===== src/rtl/rw_step_counter.sv =====
// Controllable free-running step counter with RUN/PAUSED FSM and a wrap/saturate flag.
// Define RW_STEP_COUNTER_SAT_EN to clamp at the limits instead of wrapping modulo 2^WIDTH.
module rw_step_counter #(
    parameter int unsigned     WIDTH = 8,
    parameter int unsigned     STEP  = 1,
    parameter logic [WIDTH-1:0] INIT = '0
) (
    input  logic             clk,
    input  logic             rst,
    input  logic             in_valid,
    input  logic [1:0]       in_op,
    input  logic [WIDTH-1:0] in_data,
    output logic [WIDTH-1:0] out_q,
    output logic             out_run,
    output logic             out_carry
);

    localparam logic [WIDTH:0] STEP_EXT = (WIDTH+1)'(STEP);

    typedef enum logic {StPaused = 1'b0, StRun = 1'b1} state_e;

    state_e           state_q;
    logic [WIDTH-1:0] q_q;
    logic             carry_q;

    logic [WIDTH:0]   inc_sum;
    logic [WIDTH-1:0] inc_q;
    logic             inc_c;
    logic [WIDTH-1:0] dec_q;
    logic             dec_c;

    always_comb begin
        inc_sum = {1'b0, q_q} + STEP_EXT;
        dec_c   = (q_q == '0);
`ifdef RW_STEP_COUNTER_SAT_EN
        // Pulse only when the limit is first reached, not while sitting on it.
        inc_q = inc_sum[WIDTH] ? {WIDTH{1'b1}} : inc_sum[WIDTH-1:0];
        inc_c = (inc_sum >= {1'b0, {WIDTH{1'b1}}}) && (q_q != {WIDTH{1'b1}});
        dec_q = dec_c ? '0 : q_q - 1'b1;
`else
        inc_q = inc_sum[WIDTH-1:0];
        inc_c = inc_sum[WIDTH];
        dec_q = q_q - 1'b1;
`endif
    end

    always_ff @(posedge clk or posedge rst) begin
        if (rst) begin
            state_q <= StRun;
            q_q     <= INIT;
            carry_q <= 1'b0;
        end else if (in_valid) begin
            unique case (in_op)
                2'b10: begin
                    q_q     <= in_data;
                    carry_q <= 1'b0;
                end
                2'b11: begin
                    state_q <= (state_q == StRun) ? StPaused : StRun;
                    carry_q <= 1'b0;
                end
                2'b00: begin
                    q_q     <= inc_q;
                    carry_q <= inc_c;
                end
                2'b01: begin
                    q_q     <= dec_q;
                    carry_q <= dec_c;
                end
            endcase
        end else begin
            unique case (state_q)
                StRun: begin
                    q_q     <= inc_q;
                    carry_q <= inc_c;
                end
                StPaused: carry_q <= 1'b0;
            endcase
        end
    end

    assign out_q     = q_q;
    assign out_run   = (state_q == StRun);
    assign out_carry = carry_q;

endmodule


===== config.mk =====
export PLATFORM = sky130hd
export DESIGN_NAME = rw_step_counter
export DESIGN_NICKNAME = d
export VERILOG_FILES = /design/src/rtl/rw_step_counter.sv
export SDC_FILE = /design/constraint.sdc
export NUM_CORES = 1
export LEC_CHECK = 0
export BUFFER_PORTS_ARGS = -buffer_cell sky130_fd_sc_hd__buf_2
export CAP_MARGIN = 20
export CELL_PAD_IN_SITES_DETAIL_PLACEMENT = 1
export CELL_PAD_IN_SITES_GLOBAL_PLACEMENT = 2
export CORE_ASPECT_RATIO = 1.5
export CORE_MARGIN = 2
export CORE_UTILIZATION = 25
export DETAILED_ROUTE_END_ITERATION = 16
export MAX_ROUTING_LAYER = met4
export PLACE_DENSITY_LB_ADDON = 0.25
export SLEW_MARGIN = 20
export SYNTH_ARGS = -nofsm -noshare
export SYNTH_HDL_FRONTEND = slang
export SYNTH_SLANG_ARGS = --single-unit
export TNS_END_PERCENT = 30

===== constraint.sdc =====
create_clock -name clk -period 2.6 [get_ports clk]
set_clock_uncertainty 0.15 [all_clocks]
set_input_delay 0.13 -clock clk [delete_from_list [all_inputs] [get_ports clk]]
set_output_delay 0.13 -clock clk [all_outputs]
set_load 0.02 [all_outputs]

==> flow_summary.json <==
{
  "core_um2": 3350,
  "port_buffers": 22,
  "use_met2_pct": 27.1,
  "fin_crit_ns": 2.00,
  "drv_slew": 0,
  "hold_path.class": "in -> reg",
  "worstSkewPairLatency_ns": 0.24,
  "p_comb_share_pct": 50.0,
  "outcome": "completed",
  "die_height_um": 76.0,
  "final_cell_mix": "buf_2, o21ai_0, dfrtp_1",
  "top_usage_layer": "met2",
  "rsz0062_at_grt": "false",
  "rows": 26,
  "cts_tree": "done",
  "final_common_cell": "buf_2",
  "slew_headroom_pct": 65.7,
  "cp_data_required_time_ns": 2.60,
  "cts_buffers": 3,
  "cpMaxStageDelayCell": "or4_4",
  "grt_max_degree": 18,
  "drc": 0,
  "syn2layout_area_growth_pct": 21.6,
  "io_pins": 23,
  "drt_wl_total_mm": 2.92,
  "syn_avg_cell_area_um2": 7.93,
  "grt_first_pass_wirelength_mm": 4.86,
  "multi_input_area_um2": 563,
  "tightest_slew_ns": 0.508,
  "crit_fanout": 10,
  "net-switching-power_uw": 565,
  "clkPwrFrac_pct": 15.2,
  "syn_nets": 125,
  "fin_area_um2": 1050,
  "drive_above_1_share_pct": 26.0,
  "start_util_pct": 25.8,
  "fmax_mhz": 499,
  "netlist_area_um2": 865,
  "critPathKind": "reg -> reg",
  "met3_usage_pct": 2.16,
  "cp_cell_sequence": "or4_4 > or3_1 > a21o_1 > a31oi_1",
  "worst_setup_path_end_kind": "flop",
  "power.density_nw_per_um2": 1090,
  "finalSetupViolations": 0,
  "first_global_vias": 962,
  "globalRouteOverflowTotal": 0,
  "p_int_uw": 584,
  "diodes": 0,
  "clk_pin_slew_ns": 0.06,
  "synth_cells": 109,
  "ys_seq_area_share_pct": 29.1,
  "setup_tns_ns": 0,
  "seq_area_um2": 251,
  "cp.arrival_ns": 2.01,
  "swShare_pct": 49.2,
  "hold_viol": 0,
  "hpwl_mm": 2.13,
  "cp-start-kind": "flop",
  "synth.distinct_cells": 37,
  "cap_violations": 0,
  "path_delay_family": "simple AND/OR/NAND/NOR gates",
  "p_leak_nw": 0.445,
  "ir_worst_vdd_uv": 385,
  "cts_setup_buffers": 0,
  "synth_warnings": 0,
  "num_vias": 929,
  "power.share.sequential_pct": 34.8,
  "ys_seq_elements": 10,
  "first_pass_iters": 4,
  "use_met1_pct": 20.2,
  "die_x_um": 52.0,
  "avgRoutedWirePerCell_um": 17.3,
  "antenna_found_initial": 0,
  "nFillCells": 429,
  "fin_crit_sh_pct": 77.1,
  "antenna_left": 0,
  "cts.sinks": 10,
  "cts_root_buffer": "clkbuf_8",
  "die_area_um2": 3950,
  "htree_levels": 1,
  "first_iter_violations": 7,
  "cpPeakStageDelay_ns": 0.58,
  "cts_buffer_depth": 2,
  "nNetsFinal": 144,
  "drt-vias-per-instance": 5.50,
  "gp_congestion": 0.740,
  "dpl_cell_area_um2": 996,
  "critical_path_buf_inv_count": 0,
  "track_usage_pct": 16.6
}
## cells by family after synthesis
kind of cell               Yosys count  share of synthesized area, %
AOI/OAI and AO/OA                   43                          33.3
and+or+nand+nor                     38                          25.5
buffers and inverters               13                          5.79
adders and majority gates            3                          4.34
DFF                                 10                          29.1
xor gates and xnor gates             2                          2.03
## cell type report
class,count,share of cell area (%)
Tap cell,42,5.00
Sequential cell,10,23.9
Inverter,3,1.07
Timing Repair Buffer,24,12.1
Multi-Input combinational cell,86,53.6
Clock buffer,4,4.29
## what timing repair did
item	in CTS	in global routing
hold buffers	1	0
gates resized for setup	0	0
endpoints found under the hold margin	9	0
## worst min-delay path: stages
cell     delay [ns]
buf_2          0.08
a31oi_1        0.08
a31oi_1        0.14
## routing by layer
metal / routed length [um] / share of wire [%]
met1: 1190 / 41
met2: 1590 / 54
met3: 76 / 2.6
met4: 68 / 2.3
met5: 0 / 0
## synth_stat cells, drive strengths merged
cell    instances  area, um2
o21ai          13       65.1
clkbuf          9       33.8
dfrtp           9        225
nor2            7       26.3
a31oi           6       37.5
nand2           6       22.5
nand3           5       25.0
nor2b           4       25.0
o31ai           4       30.0
a21o            3       22.5
a21oi           3       15.0
and3            3       20.0
ha              3       37.5
inv             3       11.3
or3             3       18.8
a221oi          2       17.5
nor3            2       10.0
nor3b           2       15.0
nor4b           2       17.5
o21a            2       15.0
o41ai           2       17.5
xnor2           2       17.5
a211o           1       8.76
a211oi          1       7.51
a31o            1       8.76
and4b           1       11.3
buf             1       5.00
dfstp           1       26.3
nand3b          1       11.3
nand4           1       6.26
o21ba           1       10.0
o221ai          1       8.76
o22ai           1       6.26
o31a            1       8.76
o32ai           1       8.76
or4             1       11.3
## path summary, 6_finish.rpt
path | from | to | slack (ns) | cells past startpoint
max | out_q[0] | out_q[7] | 0.60 | 4
min | in_data[7] | out_q[7] | 0.09 | 3
max reg2reg | out_q[0] | out_q[7] | 0.60 | 4
min reg2reg | out_run | out_run | 0.38 | 1
max in group asynchronous | rst | out_run | 1.65 | 3
min in group asynchronous | rst | out_q[5] | 0.30 | 3
## power by group through the flow
stage                     Clock, mW  Sequential, mW  Combinational [mW]
after CTS                     0.181           0.398               0.583
after global routing          0.188           0.423               0.636
after floorplan                   0           0.405               0.373
after global placement            0           0.391               0.567
final                         0.174           0.400               0.574
after detailed placement          0           0.400               0.579
## flip-flops by register name, indices dropped and copies added (netlist names)
name / cells
out_carry: 1
out_q: 8
out_run: 1
## per-stage QoR
stage	std cells	hold slack, ns	util (%)	power (mW)	setup WS (ns)
6_report	169	0.0923	31.4	1.15	0.596
3_5_place_dp	164	0.0118	29.7	0.979	0.622
4_1_cts	169	0.0832	31.4	1.16	0.606
5_1_grt	169	0.107	31.4	1.25	0.465
3_3_place_gp	164	0.0137	29.7	0.958	0.697
2_1_floorplan	109	-0.181	-	0.777	0.646
Note: power is estimated with default switching activity, not from simulation.
